File: config.mk
export PLATFORM = sky130hd
export DESIGN_NAME = i2s_tx_ctrl
export DESIGN_NICKNAME = d
export VERILOG_FILES = /design/src/rtl/i2s_pkg.sv /design/src/rtl/i2s_clk_gen.sv /design/src/rtl/i2s_tx_ctrl.sv
export SDC_FILE = /design/constraint.sdc
export NUM_CORES = 1
export LEC_CHECK = 0
export BUFFER_PORTS_ARGS = -buffer_cell sky130_fd_sc_hd__buf_4
export CORE_MARGIN = 5
export CORE_UTILIZATION = 50
export CTS_CLUSTER_DIAMETER = 200
export DETAILED_ROUTE_END_ITERATION = 7
export GPL_ROUTABILITY_DRIVEN = 1
export HOLD_SLACK_MARGIN = 0.1
export PLACE_DENSITY = 0.69
export SLEW_MARGIN = 10
export SYNTH_ARGS = -nofsm -noshare
export SYNTH_HDL_FRONTEND = slang
export SYNTH_SLANG_ARGS = --single-unit
File: constraint.sdc
create_clock -name clk_i2s -period 2.2 [get_ports clk_i2s]
set_clock_uncertainty 0.05 [all_clocks]
set_input_delay 0.11 -clock clk_i2s [delete_from_list [all_inputs] [get_ports clk_i2s]]
set_output_delay 0.11 -clock clk_i2s [all_outputs]
set_load 0.1 [all_outputs]
File: src/rtl/i2s_pkg.sv
// Shared definitions for the I2S transmit controller.
package i2s_pkg;

    localparam int DATA_W_DEF     = 16;
    localparam int SCLK_RATIO_DEF = 8;
    localparam int SLOTS          = 2 * DATA_W_DEF;

    typedef enum logic {
        IDLE = 1'b0,
        RUN  = 1'b1
    } state_t;

endpackage

File: src/rtl/i2s_clk_gen.sv
// Bit-clock divider and slot counter for the I2S transmitter.
// Counters sit at zero while i_run is low and wrap to zero at the end of
// each slot / frame.
module i2s_clk_gen #(
    parameter  int DATA_W     = 16,
    parameter  int SCLK_RATIO = 8,
    localparam int DIV_W      = $clog2(SCLK_RATIO),
    localparam int SLOT_W     = $clog2(2 * DATA_W)
) (
    input  logic              clk_i2s,
    input  logic              reset_n,
    input  logic              i_run,
    output logic [SLOT_W-1:0] o_slot,
    output logic              o_slot_end,
    output logic              o_frame_end,
    output logic              o_sclk
);

    logic [DIV_W-1:0]  r_div;
    logic [SLOT_W-1:0] r_slot;
    logic              r_sclk;
    logic [DIV_W-1:0]  w_div_nxt;
    logic [SLOT_W-1:0] w_slot_nxt;
    logic              w_div_last;
    logic              w_slot_last;

    assign w_div_last  = (r_div == DIV_W'(SCLK_RATIO - 1));
    assign w_slot_last = (r_slot == SLOT_W'(2 * DATA_W - 1));

    // Next divider / slot values; forced to zero whenever the stream is idle.
    always_comb begin
        w_div_nxt  = '0;
        w_slot_nxt = '0;
        if (i_run) begin
            w_div_nxt  = w_div_last ? '0 : r_div + 1'b1;
            w_slot_nxt = r_slot;
            if (w_div_last) begin
                w_slot_nxt = w_slot_last ? '0 : r_slot + 1'b1;
            end
        end
    end

    // Counter registers; sclk is registered from the next divider value so it
    // lines up with the counter phase (low half first, then high half).
    always_ff @(posedge clk_i2s or negedge reset_n) begin
        if (!reset_n) begin
            r_div  <= '0;
            r_slot <= '0;
            r_sclk <= 1'b0;
        end else begin
            r_div  <= w_div_nxt;
            r_slot <= w_slot_nxt;
            r_sclk <= i_run && (w_div_nxt >= DIV_W'(SCLK_RATIO / 2));
        end
    end

    assign o_slot      = r_slot;
    assign o_slot_end  = i_run && w_div_last;
    assign o_frame_end = o_slot_end && w_slot_last;
    assign o_sclk      = r_sclk;

endmodule

File: src/rtl/i2s_tx_ctrl.sv
// I2S transmit controller: single-entry sample buffer, shadow register,
// run/idle FSM and serial output stage.
// Build option I2S_TX_MUTE_EN: when defined, an underrun transmits silence;
// otherwise the previous sample pair is repeated.
module i2s_tx_ctrl
    import i2s_pkg::*;
#(
    parameter int DATA_W     = DATA_W_DEF,
    parameter int SCLK_RATIO = SCLK_RATIO_DEF
) (
    input  logic              clk_i2s,
    input  logic              reset_n,
    input  logic              en,
    input  logic              s_valid,
    input  logic [DATA_W-1:0] s_left,
    input  logic [DATA_W-1:0] s_right,
    output logic              s_ready,
    output logic              tx_mclk,
    output logic              tx_sclk,
    output logic              tx_lrclk,
    output logic              tx_data,
    output logic              frame_start,
    output logic              underrun
);

    localparam int NSLOT  = 2 * DATA_W;
    localparam int SLOT_W = $clog2(NSLOT);

    state_t              r_state;
    logic                r_buf_full;
    logic [DATA_W-1:0]   r_buf_l;
    logic [DATA_W-1:0]   r_buf_r;
    logic                r_ready;
    logic [NSLOT-1:0]    r_shadow;
    logic                r_data;
    logic                r_lrclk;
    logic                r_frame_start;
    logic                r_underrun;

    logic [SLOT_W-1:0]   w_slot;
    logic [SLOT_W-1:0]   w_slot_nxt;
    logic                w_slot_end;
    logic                w_frame_end;
    logic                w_run;
    logic                w_load;
    logic                w_xfer;
    logic                w_buf_full_nxt;
    logic                w_lr_nxt;
    logic [NSLOT-1:0]    w_rot;
    logic [NSLOT-1:0]    w_shadow_nxt;

    i2s_clk_gen #(
        .DATA_W     (DATA_W),
        .SCLK_RATIO (SCLK_RATIO)
    ) u_clk_gen (
        .clk_i2s     (clk_i2s),
        .reset_n     (reset_n),
        .i_run       (w_run),
        .o_slot      (w_slot),
        .o_slot_end  (w_slot_end),
        .o_frame_end (w_frame_end),
        .o_sclk      (tx_sclk)
    );

    assign w_run          = (r_state == RUN);
    assign w_load         = en && (!w_run || w_frame_end);
    assign w_xfer         = s_valid && r_ready;
    // A load sees the buffer as it was before any same-cycle transfer.
    assign w_buf_full_nxt = (r_buf_full && !w_load) || w_xfer;
    assign w_slot_nxt     = w_slot + SLOT_W'(1);
    assign w_lr_nxt       = (w_slot_nxt >= SLOT_W'(DATA_W - 1)) &&
                            (w_slot_nxt <= SLOT_W'(NSLOT - 2));
    // The shadow rotates once per slot, so after a full frame it is back to
    // the pair that was loaded; that makes it usable for repeat-on-underrun.
    assign w_rot          = {r_shadow[NSLOT-2:0], r_shadow[NSLOT-1]};

    // Value taken by the shadow on a load.
    always_comb begin
        w_shadow_nxt = {r_buf_l, r_buf_r};
        if (!r_buf_full) begin
`ifdef I2S_TX_MUTE_EN
            w_shadow_nxt = '0;
`else
            w_shadow_nxt = w_run ? w_rot : r_shadow;
`endif
        end
    end

    // Single-entry holding buffer with registered ready.
    always_ff @(posedge clk_i2s or negedge reset_n) begin
        if (!reset_n) begin
            r_buf_full <= 1'b0;
            r_buf_l    <= '0;
            r_buf_r    <= '0;
            r_ready    <= 1'b0;
        end else begin
            r_buf_full <= w_buf_full_nxt;
            r_ready    <= !w_buf_full_nxt;
            if (w_xfer) begin
                r_buf_l <= s_left;
                r_buf_r <= s_right;
            end
        end
    end

    // Run/idle FSM with shadow load, serial data and word-select outputs.
    always_ff @(posedge clk_i2s or negedge reset_n) begin
        if (!reset_n) begin
            r_state       <= IDLE;
            r_shadow      <= '0;
            r_data        <= 1'b0;
            r_lrclk       <= 1'b0;
            r_frame_start <= 1'b0;
            r_underrun    <= 1'b0;
        end else begin
            r_frame_start <= w_load;
            r_underrun    <= w_load && !r_buf_full;
            case (r_state)
                IDLE: begin
                    r_data  <= 1'b0;
                    r_lrclk <= 1'b0;
                    if (en) begin
                        r_state  <= RUN;
                        r_shadow <= w_shadow_nxt;
                        r_data   <= w_shadow_nxt[NSLOT-1];
                    end
                end
                RUN: begin
                    if (w_slot_end) begin
                        if (w_load) begin
                            r_shadow <= w_shadow_nxt;
                            r_data   <= w_shadow_nxt[NSLOT-1];
                            r_lrclk  <= 1'b0;
                        end else begin
                            r_shadow <= w_rot;
                            if (w_frame_end) begin
                                r_state <= IDLE;
                                r_data  <= 1'b0;
                                r_lrclk <= 1'b0;
                            end else begin
                                r_data  <= w_rot[NSLOT-1];
                                r_lrclk <= w_lr_nxt;
                            end
                        end
                    end
                end
                default: r_state <= IDLE;
            endcase
        end
    end

    assign s_ready     = r_ready;
    assign tx_mclk     = clk_i2s;
    assign tx_lrclk    = r_lrclk;
    assign tx_data     = r_data;
    assign frame_start = r_frame_start;
    assign underrun    = r_underrun;

endmodule
* Yosys cells after proc, flatten, opt, wreduce, memory -nomap -nowiden
Cells that the tools add are included.
Storage, ports and cells: bits in registers 80, latch bits 0, memory bits (writable) 0, memory bits (read-only) 0, word-level logic and storage cells 64, memories kept 0
Cells by class: $add $sub $neg 2, $mul 0, divide/modulo/power cells 0, $lt $le $gt $ge 3, equal/unequal tests 5, shifts and indexed selects 0, mux-type cells 25, bitwise operators 1, reduce and logical (&&, ||, !) cells 15
Operators by type and width (number):
- $mux 32 | 5
- $pmux 32 s2 | 1
- $mux 5 | 3
- $mux 1 | 11
- $logic_and 1x1->1 | 8
- $mux 3 | 2
- $pmux 1 s2 | 3
- $add 5x1->5 const B | 1
- $eq 5x5->1 const B | 1
- $ge 5x4->1 const B | 1
- $le 5x5->1 const B | 1
- $logic_not 1->1 | 4
- $ne 2x1->1 const B | 2
- $add 3x1->3 const B | 1
- $eq 3x3->1 const B | 1
- $ge 3x3->1 const B | 1
- $logic_or 1x1->1 | 2
- $ne 2x2->1 const B | 1
- $reduce_and 2->1 | 1
- $not 1->1 | 1

* Longest topological paths before layout
depth after elaboration 9, gate-level depth with buffers 7

* Hierarchy
A second synthesis with hierarchy kept.
Unflattened totals: cells, all modules 311, area total of the unflattened synthesis 3597.2 um^2
Modules (own cells, without submodules):
- i2s_tx_ctrl | times used 1, cells an instance 275, area each 3168.0 um^2
- i2s_clk_gen | times used 1, cells an instance 36, area each 429.2 um^2

==> impl_metrics.json <==
{
  "worstSetupStartpointType": "register",
  "die_width_microns": 101,
  "slew_violations": 0,
  "layout_min_cycle_time_ps": 2030,
  "timing.rr.start": "u_clk_gen.o_slot[0]$_DFFE_PN0P_",
  "via_per_inst": 5.29,
  "crit_start": "u_clk_gen.o_slot[0]$_DFFE_PN0P_",
  "design.die.area_sq_um": 10200,
  "regToRegEndpoint": "tx_lrclk$_DFFE_PN0P_",
  "rsz0062_at_grt": "false",
  "grt_start_max_net_pins": 65,
  "post_route_cells_drive_above_1_share": 0.229,
  "dieHeight_microns": 101,
  "grt_pass1_vias": 3141,
  "detailroute.via_count": 3047,
  "synth.yosys.seq_area_share": 0.479,
  "track_usage": 0.172,
  "drt.antenna.violating_nets": 0,
  "fmaxAchievable_mhz": 493,
  "filler_cell_count": 674,
  "antennaDiodeCount": 0,
  "power_leakage_nw": 2.68,
  "nets": 508,
  "timing.final.crit_share": 0.923,
  "wl_per_cell_microns": 14.1,
  "design_area_sq_um": 5120,
  "post_dp_cell_area_sq_um": 4540,
  "clock_pin_slew_worst_setup_and_hold_paths_ps": 80,
  "drcViolationCount": 0,
  "total_power_mw": 3.63,
  "post_synthesis_instance_area_sq_um": 4130,
  "timing.slew.headroom": 0.512,
  "grt_use_met2": 0.301,
  "setup_viol": 0,
  "finalWeightedCongestion": 0.851,
  "cts_tree": "done",
  "post_synth.cell_area_avg_sq_um": 10.6,
  "grt_first_pass_wirelength_microns": 14000,
  "fp.coreArea_sq_um": 8130,
  "timing.critical_path.arrival_ps": 2340,
  "antenna_violations_before_repair": 0,
  "cts_resized": 0,
  "initial_utilization": 0.507,
  "grt_overflow_total": 0,
  "buffer_ports.inserted": 42,
  "yosys_register_bits": 79,
  "max-cap-violations": 0,
  "peakVddDrop_mv": 0.681,
  "holdCritPathClass": "in2async",
  "worst-r2r-setup-slack_ps": 170,
  "mostFrequentLayoutCells": "dfrtp_1 (77), nand2_1 (71), mux2i_1 (67), buf_4 (51), o21ai_1 (36)",
  "num_rows": 33,
  "worst_skew_pair.late_latency_ps": 450,
  "post_synth_num_cell_types": 37,
  "critical_path.endpoint_type": "register",
  "synth_nets": 431,
  "powerDensity_nw_per_um2": 710,
  "mostFrequentLayoutCell": "dfrtp_1",
  "globalRoute.busiestLayer": "met2",
  "syn_inst": 389,
  "synth-warning-count": 0,
  "required_ps": 2510,
  "gr-usage-met1": 0.212,
  "detail_route.iter0.violations": 111,
  "crit_fanout": 7,
  "post_route_wl_microns": 8100,
  "r2r_cells": 6,
  "timing.final.hold_violations": 0,
  "boundaryPins": 43,
  "first_pass_iters": 4,
  "status": "finished clean",
  "finalSetupTns_ps": 0,
  "areaGrowthSynthToFinish_pct": 24.0,
  "timing.setup.critical_path_class": "reg2reg",
  "met3_usage": 0.0374,
  "dp_hpwl_microns": 5230,
  "worst_slew_pin_slew_ps": 731
}
[what timing repair did]
| action | in CTS | in global routing |
|---|---|---|
| endpoints found under the setup margin | 0 | 0 |
| setup buffers | 0 | 0 |
| endpoints found under the hold margin | 92 | 0 |
| hold buffers | 35 | 0 |
[registers in the layout (all words and copies together), names as in the netlist]
register          cells
frame_start           1
r_state               1
s_ready               1
underrun              1
r_shadow             32
u_clk_gen.o_slot      5
tx_lrclk              1
r_buf_r              16
r_buf_l              16
u_clk_gen.r_div       3
tx_data               1
r_buf_full            1
[kinds of logic after synthesis]
| logic type | Yosys count | synth area share |
|---|---|---|
| DFF | 79 | 0.479 |
| buffers and inverters | 32 | 0.0464 |
| xor gates and xnor gates | 1 | 0.00212 |
| adders and majority gates | 6 | 0.0182 |
| muxes | 100 | 0.255 |
| and+or+nand+nor | 94 | 0.0949 |
| AOI/OAI and AO/OA | 77 | 0.104 |
[metrics by stage]
stage               hold WS (ps)  std cells   util  setup slack [ps]
global route                 278        576  0.629              75.8
global placement             171        522  0.558               237
finish                       218        576  0.629               170
floorplan                   -236        389      -              16.9
detailed placement           173        522  0.558               142
CTS                          234        576  0.629               139
[cells in the mapped netlist, drive strengths merged]
library cell | instances | area (sq um)
mux2i | 68 | 693
a41oi | 1 | 8.76
a21oi | 2 | 10.0
nand3 | 1 | 5.00
or4 | 1 | 7.51
nor2b | 3 | 18.8
nand2b | 2 | 12.5
dfrtp | 79 | 1980
xnor2 | 1 | 8.76
mux2 | 32 | 360
nor3 | 2 | 10.0
o41ai | 1 | 8.76
nor2 | 8 | 30.0
clkbuf | 12 | 45.0
o22a | 1 | 8.76
buf | 14 | 124
nand4b | 1 | 8.76
nand3b | 1 | 7.51
and2 | 3 | 18.8
o22ai | 2 | 12.5
ha | 6 | 75.1
nand2 | 71 | 267
inv | 6 | 22.5
o211ai | 1 | 7.51
a22oi | 1 | 7.51
a31oi | 1 | 21.3
and3 | 1 | 6.26
a21boi | 1 | 7.51
a22o | 1 | 8.76
a2bb2oi | 1 | 8.76
o21ai | 64 | 320
[power by group]
part           leakage [nW]  internal, mW  switching [mW]  total (mW)
clock                 0.126         0.690           0.673        1.36
combinational          1.55         0.310           0.218       0.528
sequential             1.01          1.63           0.107        1.74
total                  2.68          2.63           0.998        3.63
[per-layer routing]
| metal | vias up | share of wire |
|---|---|---|
| met1 | 1491 | 0.45 |
| met5 | - | 0 |
| met4 | 0 | 0.0083 |
| met2 | 37 | 0.51 |
| met3 | 8 | 0.027 |
| li1 | 1511 | - |
[layout make-up]
class | instances | area [sq um] | share of cell area
clock buffers | 16 | 194 | 0.0379
clock inverters | 4 | 45.0 | 0.00880
inverters | 6 | 22.5 | 0.00440
multi-input cells | 278 | 1960 | 0.383
flip-flops and latches | 79 | 1980 | 0.387
well taps | 105 | 131 | 0.0257
repair buffers | 88 | 786 | 0.154
[critical path: stages, from the launching register on]
cell      delay [ps]
dfrtp_1          380
ha_1             220
and3_1           190
ha_1             270
nand2b_1         190
or4_1            460
o211ai_1         190
[worst max path at each step]
stage,endpoint,slack (ps),depth (start not counted)
2_1_floorplan,tx_lrclk$_DFFE_PN0P_,20,4
3_3_place_gp,tx_lrclk$_DFFE_PN0P_,240,6
3_5_place_dp,tx_lrclk$_DFFE_PN0P_,140,6
4_1_cts,tx_lrclk$_DFFE_PN0P_,140,6
5_1_grt,tx_lrclk$_DFFE_PN0P_,80,6
6_report,tx_lrclk$_DFFE_PN0P_,170,6
(Power assumes the default switching activity.)
